### config.mk
export PLATFORM = sky130hd
export DESIGN_NAME = pipe_id_control
export DESIGN_NICKNAME = d
export VERILOG_FILES = /design/src/rtl/pipe_id_control.sv
export SDC_FILE = /design/constraint.sdc
export NUM_CORES = 1
export LEC_CHECK = 0
export ABC_AREA = 0
export CELL_PAD_IN_SITES_DETAIL_PLACEMENT = 0
export CELL_PAD_IN_SITES_GLOBAL_PLACEMENT = 1
export CORE_AREA = 2 2 72 60
export CTS_BUF_LIST = sky130_fd_sc_hd__clkbuf_4
export DETAILED_ROUTE_END_ITERATION = 7
export DIE_AREA = 0 0 74 62
export PLACE_DENSITY_LB_ADDON = 0.15
export SLEW_MARGIN = 20
export SYNTH_ARGS = -nofsm -noshare
export SYNTH_HDL_FRONTEND = slang
export SYNTH_SLANG_ARGS = --single-unit
export TNS_END_PERCENT = 10
### constraint.sdc
create_clock -name clk -period 2.4 [get_ports clk]
set_input_delay 0.36 -clock clk [delete_from_list [all_inputs] [get_ports clk]]
set_output_delay 0.36 -clock clk [all_outputs]
set_load 0.03 [all_outputs]
### src/rtl/pipe_id_control.sv
// ID-stage control unit for the five-stage MIPS pipeline: decode, next-PC select,
// forwarding selects and load-use stall. Optional stall counter under PIPEIDCU_STALL_CNT_EN.
module pipe_id_control (
    input  logic       clk,
    input  logic       clrn,
    input  logic [5:0] op,
    input  logic [5:0] func,
    input  logic [4:0] rs,
    input  logic [4:0] rt,
    input  logic       rsrtequ,
    input  logic       ewreg,
    input  logic       em2reg,
    input  logic [4:0] ern,
    input  logic       mwreg,
    input  logic [4:0] mrn,
    output logic       wreg,
    output logic       m2reg,
    output logic       wmem,
    output logic [4:0] aluc,
    output logic       regrt,
    output logic       aluimm,
    output logic       sext,
    output logic [1:0] pcsource,
    output logic       shift,
    output logic       jal,
    output logic       load_depen,
    output logic [1:0] a_depen,
    output logic [1:0] b_depen
`ifdef PIPEIDCU_STALL_CNT_EN
    ,
    output logic [15:0] stall_cnt
`endif
);

    localparam logic [5:0] OP_RTYPE = 6'b000000;
    localparam logic [5:0] OP_ADDI  = 6'b001000;
    localparam logic [5:0] OP_SLTI  = 6'b001010;
    localparam logic [5:0] OP_ANDI  = 6'b001100;
    localparam logic [5:0] OP_ORI   = 6'b001101;
    localparam logic [5:0] OP_XORI  = 6'b001110;
    localparam logic [5:0] OP_LUI   = 6'b001111;
    localparam logic [5:0] OP_LW    = 6'b100011;
    localparam logic [5:0] OP_SW    = 6'b101011;
    localparam logic [5:0] OP_BEQ   = 6'b000100;
    localparam logic [5:0] OP_BNE   = 6'b000101;
    localparam logic [5:0] OP_J     = 6'b000010;
    localparam logic [5:0] OP_JAL   = 6'b000011;

    localparam logic [5:0] FN_ADD  = 6'b100000;
    localparam logic [5:0] FN_SUB  = 6'b100010;
    localparam logic [5:0] FN_AND  = 6'b100100;
    localparam logic [5:0] FN_OR   = 6'b100101;
    localparam logic [5:0] FN_XOR  = 6'b100110;
    localparam logic [5:0] FN_NOR  = 6'b100111;
    localparam logic [5:0] FN_SLT  = 6'b101010;
    localparam logic [5:0] FN_SLTU = 6'b101011;
    localparam logic [5:0] FN_SLL  = 6'b000000;
    localparam logic [5:0] FN_SRL  = 6'b000010;
    localparam logic [5:0] FN_SRA  = 6'b000011;
    localparam logic [5:0] FN_JR   = 6'b001000;

    localparam logic [4:0] ALU_ADD  = 5'b00000;
    localparam logic [4:0] ALU_SUB  = 5'b00001;
    localparam logic [4:0] ALU_AND  = 5'b00010;
    localparam logic [4:0] ALU_OR   = 5'b00011;
    localparam logic [4:0] ALU_XOR  = 5'b00100;
    localparam logic [4:0] ALU_LUI  = 5'b00101;
    localparam logic [4:0] ALU_SLL  = 5'b00110;
    localparam logic [4:0] ALU_SRL  = 5'b00111;
    localparam logic [4:0] ALU_SRA  = 5'b01000;
    localparam logic [4:0] ALU_SLT  = 5'b01001;
    localparam logic [4:0] ALU_NOR  = 5'b01010;
    localparam logic [4:0] ALU_SLTU = 5'b01011;

    logic rdy;
    logic dec_wreg;
    logic dec_wmem;
    logic uses_rs;
    logic uses_rt;

    // Holds register writes off until the first clock edge after reset.
    always_ff @(posedge clk or negedge clrn) begin
        if (!clrn) begin
            rdy <= 1'b0;
        end else begin
            rdy <= 1'b1;
        end
    end

    always_comb begin
        dec_wreg = 1'b0;
        dec_wmem = 1'b0;
        m2reg    = 1'b0;
        aluc     = ALU_ADD;
        regrt    = 1'b0;
        aluimm   = 1'b0;
        sext     = 1'b0;
        pcsource = 2'b00;
        shift    = 1'b0;
        jal      = 1'b0;
        uses_rs  = 1'b0;
        uses_rt  = 1'b0;
        case (op)
            OP_RTYPE: begin
                case (func)
                    FN_ADD:  begin dec_wreg = 1'b1; aluc = ALU_ADD;  uses_rs = 1'b1; uses_rt = 1'b1; end
                    FN_SUB:  begin dec_wreg = 1'b1; aluc = ALU_SUB;  uses_rs = 1'b1; uses_rt = 1'b1; end
                    FN_AND:  begin dec_wreg = 1'b1; aluc = ALU_AND;  uses_rs = 1'b1; uses_rt = 1'b1; end
                    FN_OR:   begin dec_wreg = 1'b1; aluc = ALU_OR;   uses_rs = 1'b1; uses_rt = 1'b1; end
                    FN_XOR:  begin dec_wreg = 1'b1; aluc = ALU_XOR;  uses_rs = 1'b1; uses_rt = 1'b1; end
                    FN_NOR:  begin dec_wreg = 1'b1; aluc = ALU_NOR;  uses_rs = 1'b1; uses_rt = 1'b1; end
                    FN_SLT:  begin dec_wreg = 1'b1; aluc = ALU_SLT;  uses_rs = 1'b1; uses_rt = 1'b1; end
                    FN_SLTU: begin dec_wreg = 1'b1; aluc = ALU_SLTU; uses_rs = 1'b1; uses_rt = 1'b1; end
                    // Shifts take their A operand from sa, so rs is not read.
                    FN_SLL:  begin dec_wreg = 1'b1; shift = 1'b1; aluc = ALU_SLL; uses_rt = 1'b1; end
                    FN_SRL:  begin dec_wreg = 1'b1; shift = 1'b1; aluc = ALU_SRL; uses_rt = 1'b1; end
                    FN_SRA:  begin dec_wreg = 1'b1; shift = 1'b1; aluc = ALU_SRA; uses_rt = 1'b1; end
                    FN_JR:   begin pcsource = 2'b10; uses_rs = 1'b1; uses_rt = 1'b1; end
                    default: ;
                endcase
            end
            OP_ADDI: begin
                dec_wreg = 1'b1; regrt = 1'b1; aluimm = 1'b1; sext = 1'b1;
                aluc = ALU_ADD; uses_rs = 1'b1;
            end
            OP_SLTI: begin
                dec_wreg = 1'b1; regrt = 1'b1; aluimm = 1'b1; sext = 1'b1;
                aluc = ALU_SLT; uses_rs = 1'b1;
            end
            OP_ANDI: begin
                dec_wreg = 1'b1; regrt = 1'b1; aluimm = 1'b1;
                aluc = ALU_AND; uses_rs = 1'b1;
            end
            OP_ORI: begin
                dec_wreg = 1'b1; regrt = 1'b1; aluimm = 1'b1;
                aluc = ALU_OR; uses_rs = 1'b1;
            end
            OP_XORI: begin
                dec_wreg = 1'b1; regrt = 1'b1; aluimm = 1'b1;
                aluc = ALU_XOR; uses_rs = 1'b1;
            end
            OP_LUI: begin
                dec_wreg = 1'b1; regrt = 1'b1; aluimm = 1'b1;
                aluc = ALU_LUI;
            end
            OP_LW: begin
                dec_wreg = 1'b1; regrt = 1'b1; aluimm = 1'b1; sext = 1'b1; m2reg = 1'b1;
                uses_rs = 1'b1;
            end
            OP_SW: begin
                dec_wmem = 1'b1; aluimm = 1'b1; sext = 1'b1;
                uses_rs = 1'b1; uses_rt = 1'b1;
            end
            OP_BEQ: begin
                sext = 1'b1; aluc = ALU_SUB;
                pcsource = rsrtequ ? 2'b01 : 2'b00;
                uses_rs = 1'b1; uses_rt = 1'b1;
            end
            OP_BNE: begin
                sext = 1'b1; aluc = ALU_SUB;
                pcsource = rsrtequ ? 2'b00 : 2'b01;
                uses_rs = 1'b1; uses_rt = 1'b1;
            end
            OP_J: begin
                pcsource = 2'b11;
            end
            OP_JAL: begin
                pcsource = 2'b11; jal = 1'b1; dec_wreg = 1'b1;
            end
            default: ;
        endcase
    end

    logic ex_hit_rs, ex_hit_rt, mem_hit_rs, mem_hit_rt;

    // A load in EX cannot forward; it only ever shows up as load_depen.
    assign ex_hit_rs  = ewreg & (ern != 5'd0) & (ern == rs) & ~em2reg;
    assign ex_hit_rt  = ewreg & (ern != 5'd0) & (ern == rt) & ~em2reg;
    assign mem_hit_rs = mwreg & (mrn != 5'd0) & (mrn == rs);
    assign mem_hit_rt = mwreg & (mrn != 5'd0) & (mrn == rt);

    assign a_depen = ex_hit_rs ? 2'b01 : (mem_hit_rs ? 2'b10 : 2'b00);
    assign b_depen = ex_hit_rt ? 2'b01 : (mem_hit_rt ? 2'b10 : 2'b00);

    assign load_depen = ewreg & em2reg & (ern != 5'd0) &
                        (((ern == rs) & uses_rs) | ((ern == rt) & uses_rt));

    // Bubble: suppress architectural writes while stalled or before rdy.
    assign wreg = dec_wreg & rdy & ~load_depen;
    assign wmem = dec_wmem & rdy & ~load_depen;

`ifdef PIPEIDCU_STALL_CNT_EN
    always_ff @(posedge clk or negedge clrn) begin
        if (!clrn) begin
            stall_cnt <= 16'd0;
        end else if (load_depen && rdy && (stall_cnt != 16'hFFFF)) begin
            stall_cnt <= stall_cnt + 16'd1;
        end
    end
`endif

endmodule

==> results of run 1 <==
power by group:
group	internal (W)	switching (W)	total (W)	leakage, nW
combinational	0.000142	0.000125	0.000266	0.821
sequential	0.0000180	0.000000732	0.0000188	0.0117
clock	0	0	0	0
total	0.000160	0.000125	0.000285	0.833
through the flow:
stage | util [%] | setup TNS, ns | std cells
2_1_floorplan | - | -0.141 | 143
3_3_place_gp | 45.0 | -0.500 | 287
3_5_place_dp | 45.0 | -0.614 | 287
4_1_cts | 45.1 | 0 | 288
5_1_grt | 46.5 | -0.0142 | 288
6_report | 46.5 | 0 | 288
worst max-delay path, stage by stage:
cell	delay, ns
dlygate4sd2_1	0.25
or4_4	0.53
o21ai_1	0.27
nor3_2	0.12
nor4_2	0.26
buf_4	0.19
what timing repair did:
item / in CTS / in global routing
resized for setup: 17 / 14
pin swaps: 6 / 4
setup endpoints to repair: 7 / 8
hold buffers: 0 / 0
gates cloned: 0 / 0
setup buffers: 1 / 0
cell type report:
| cell class | instances | area, µm² | share of cell area (%) |
|---|---|---|---|
| flip-flops and latches | 1 | 25.0 | 1.36 |
| multi-input cells | 125 | 880 | 47.7 |
| well taps | 57 | 71.3 | 3.86 |
| repair buffers | 101 | 855 | 46.3 |
| inverters | 4 | 15.0 | 0.814 |
placed cells by master (no fill, tap or decap), types with 3 or more instances in the layout:
cell	instances
a22oi_1	3
a21oi_1	7
nand3b_1	3
nor4_2	3
inv_1	4
xnor2_1	4
buf_4	62
clkdlybuf4s50_1	21
nand2_1	5
or4_1	4
o21ai_0	7
nand2b_1	4
nor2b_1	3
xor2_1	18
dlymetal6s2s_1	4
dlygate4sd2_1	11
nor2_1	14
a31oi_1	3
nor3_2	6
worst max path at each step:
| stage | endpoint | cells past startpoint |
|---|---|---|
| global placement | wreg | 7 |
| floorplan | a_depen[1] | 4 |
| CTS | a_depen[1] | 6 |
| finish | b_depen[1] | 6 |
| global route | a_depen[1] | 6 |
| detailed placement | a_depen[1] | 6 |
layer usage:
| metal | routed length [µm] | up-vias | global-route usage (%) |
|---|---|---|---|
| met5 | 0 | - | 0 |
| met4 | 15 | 0 | 1.04 |
| met3 | 145 | 2 | 0.645 |
| met2 | 1750 | 35 | 28.6 |
| met1 | 1690 | 618 | 21.4 |
| li1 | - | 695 | - |
kinds of logic (layout without fill, tap and decap cells):
family | after synthesis | in the layout | synth area share [%]
AO/OA/AOI/OAI | 39 | 39 | 28.0
AND/OR/NAND/NOR | 62 | 62 | 38.5
buffers and inverters | 17 | 105 | 9.47
flip-flops | 1 | 1 | 2.67
other | 2 | 2 | 0.800
XOR/XNOR | 22 | 22 | 20.5
==> impl_metrics.toml, run 1 <==
[layout]
regMostFlops = "rdy"
drive_above_1_share_pct = 35.5
area_growth_syn_to_layout_pct = 96.7
final_area_um2 = 1850
fillers = 422
largest_reg_flops = 1
antennaDiodeCount = 0
top_regs = "rdy x1"
nets = 271

[sta]
period_minus_slack_ns = 2.34
fin_ws_ns = 0.0569
setup_viol_count_final = 0
max_freq_mhz = 427
hold_violations = 0
holdWs_ns = 0.510
period_share_pct = 97.6
rsz0062_at_grt = "yes"
slew_violations = 0

[route]
ant_nets = 0
drc = 0
vias = 1350
routedWlPerCell_um = 12.5
routed_via_density = 4.69
drtIter0Drc = 44
detail_route.first_pass.iterations = 4
routed_wl_um = 3610

[yosys]
yosysWarnings = 0
syn_inst = 143
ys.flop_type = "dfrtp_1"
synthArstFlopShare_pct = 100
synth_seq_area_share_pct = 2.67
synth_area_leaders = "xor2_1 17%, nor2_1 6.0%, o21ai_0 4.3%, or4_1 4.0%, a21oi_1 3.7%"
synth_cell_types = 49
synth_nets = 181
synth-edff-count = 0
syn-cell-area_um2 = 938
synth_common_cells = "18 x xor2_1, 15 x nor2_1, 8 x o21ai_0, 7 x a21oi_1, 7 x nor3_1"
yosys.area.top_type_share_pct = 16.8
synth.largest_area_cell = "xor2_1"
avgSynthCellArea_um2 = 6.56
yosysMostFrequentCell = "xor2_1"
synth_seq_cells = 1

[hold_path]
worstHoldPathType = "primary input to asynchronous set/reset pin"

[placement]
dp_hpwl_um = 3100
gp_congestion = 0.945
portBuffers = 56
pre_cts_slack_ns = -0.138
placed_cell_area_um2 = 1790

[setup_path]
arrival_ns = 1.98
critical_path_required_ns = 2.04
startpoint = "ern[2]"
cp_max_fo = 2
worstSetupPathType = "primary input to output port"
cp-start-kind = "primary input"
critPathCaptureType = "output port"

[run_status]
status = "complete, no violations"

[power_and_ir_drop]
p_total_w = 0.000285
powerDensity_nw_per_um2 = 154
leakage_nw = 0.833
ir_worst_vdd_v = 0.0000924

[grt]
grt_pass1_vias = 1274
grt_max_degree = 9
grt.total_usage_pct = 15.6
grt_overflow_total = 0
antenna_found_initial = 0
grt_pass1_wl_um = 5770

[floorplan]
core_area_um2 = 3970
die_h_um = 62
io_pins = 58
start_util_pct = 23.7
rows = 21
die_x_um = 74
dieArea_um2 = 4590

[flow_run]
drv_cap = 0

[cts]
clk_pin_slew_ns = 0
Note: power is estimated with default switching activity, not from simulation.
==> inputs of run 2 (changes only) <==
--- a/config.mk
+++ b/config.mk
@@ -13,6 +13,7 @@
 export DETAILED_ROUTE_END_ITERATION = 7
 export DIE_AREA = 0 0 74 62
 export PLACE_DENSITY_LB_ADDON = 0.15
+export SETUP_SLACK_MARGIN = 0.02
 export SLEW_MARGIN = 20
 export SYNTH_ARGS = -nofsm -noshare
 export SYNTH_HDL_FRONTEND = slang
==> run 2 against run 1 <==
Sequential power hardly changed. Sequential share of layout area about the same. Wire length is 0.58% higher. Largest power group unchanged. Die area is the same. Final cell count stayed put. Critical path depth unchanged. Worst setup slack better by 0.017 ns. Total power up 0.59%. Core utilization up 0.22 points. Worst hold slack stayed put.
==> impl_metrics.toml, run 2 (synthesized netlist as in run 1, its figures left out) <==
[run_status]
status = "complete, no violations"

[setup_path]
critical_path_required_ns = 2.04
arrival_ns = 1.97
cpPeakStageDelay_ns = 0.50
cp_slowest_cell = "or4_4"
path_cells = "dlygate4sd2_1, or4_4, o21ai_1, nor3_2, nor4_2, buf_4"
critPathCaptureType = "output port"
worstSetupPathType = "primary input to output port"
path_delay_family = "simple AND/OR/NAND/NOR gates"
cp_max_fo = 2
worst-path-buf-inv = 2
cp-start-kind = "primary input"

[power_and_ir_drop]
p_comb_share_pct = 93.5
leakage_nw = 0.832
power.share.sequential_pct = 6.5
swShare_pct = 44.1
p_switching_w = 0.000126
p_int_w = 0.000160
clkPwrFrac_pct = 0
ir_worst_vdd_v = 0.0000924
p_total_w = 0.000287
powerDensity_nw_per_um2 = 155

[sta]
hold_violations = 0
period_share_pct = 96.9
rsz0062_at_grt = "yes"
max_freq_mhz = 430
period_minus_slack_ns = 2.33
holdWs_ns = 0.510
slew_violations = 0
setup_viol_count_final = 0

[grt]
grt_pass1_vias = 1274
grt_overflow_total = 0
grt_max_degree = 9
grt_pass1_wl_um = 5770
grt.total_usage_pct = 15.6
antenna_found_initial = 0

[flow_run]
drv_cap = 0

[layout]
top_regs = "rdy x1"
drive_above_1_share_pct = 36.4
largest_reg_flops = 1
antennaDiodeCount = 0
fillers = 420
nets = 271
final_cell_mix = "62 x buf_4, 21 x clkdlybuf4s50_1, 18 x xor2_1, 13 x nor2_1, 10 x dlygate4sd2_1"
area_growth_syn_to_layout_pct = 97.6
layout_commonest_cell = "buf_4"
regMostFlops = "rdy"

[cts]
clk_pin_slew_ns = 0
hold_buffers = 0

[route]
drtIter0Drc = 48
drc = 0
routed_wl_um = 3630
routedWlPerCell_um = 12.6
routed_via_density = 4.70
ant_nets = 0
vias = 1355
detail_route.first_pass.iterations = 4

[hold_path]
worstHoldPathType = "primary input to asynchronous set/reset pin"

[floorplan]
core_area_um2 = 3970
die_h_um = 62
rows = 21
die_x_um = 74
start_util_pct = 23.7
dieArea_um2 = 4590
io_pins = 58

[placement]
dp_hpwl_um = 3100
portBuffers = 56
gp_congestion = 0.945
## run 2: changes by cell type in the layout (fill, tap and decap cells not counted)
cell / previous run / this run
nand3_2: 0 / 1
nand3_1: 2 / 1
clkdlybuf4s15_1: 1 / 2
dlygate4sd2_1: 11 / 10
nor2_2: 1 / 2
nor2_1: 14 / 13
## run 2: routing by layer
layer	global-route usage, %	up-vias	routed length [µm]
met3	0.645	2	138
met2	28.6	34	1770
met5	0	-	0
li1	-	694	-
met1	21.4	625	1700
met4	1.04	0	15
## run 2: repair_timing
action | in CTS | in global routing
endpoints found under the hold margin | 0 | 0
buffers inserted | 1 | 0
resized for setup | 18 | 16
setup endpoints to repair | 7 | 9
cloned | 0 | 0
pin swaps | 6 | 6
## run 2: metrics by stage
| stage | instances | area (µm²) | util [%] | TNS, ns | worst slack, ns |
|---|---|---|---|---|---|
| finish | 288 | 1850 | 46.7 | 0 | 0.0743 |
| detailed placement | 287 | 1790 | 45.0 | -0.614 | -0.138 |
| floorplan | 143 | 945 | - | -0.141 | -0.141 |
| CTS | 288 | 1800 | 45.3 | 0 | 0.0187 |
| global placement | 287 | 1790 | 45.0 | -0.500 | -0.116 |
| global route | 288 | 1850 | 46.7 | 0 | 0.0108 |
## run 2: final cells by class
cell class,instances,area [µm²],share of cell area [%]
Inverter,4,15.0,0.810
Multi-Input combinational cell,125,887,47.8
Sequential cell,1,25.0,1.35
Tap cell,57,71.3,3.85
Timing Repair Buffer,101,856,46.2
## run 2: worst paths after layout
path | slack (ns) | startpoint | depth (start not counted) | endpoint
max | 0.07 | ern[3] | 6 | a_depen[1]
min in group clk | 1.03 | rdy | 2 | wmem
max in group asynchronous | 1.79 | clrn | 1 | rdy
min | 0.51 | clrn | 1 | rdy
## run 2: power by group through the flow
stage	sequential (W)	clock [W]	combinational (W)
2_1_floorplan	0.0000182	0	0.000113
3_5_place_dp	0.0000187	0	0.000262
4_1_cts	0.0000187	0	0.000260
5_1_grt	0.0000188	0	0.000290
6_report	0.0000188	0	0.000268
3_3_place_gp	0.0000187	0	0.000259
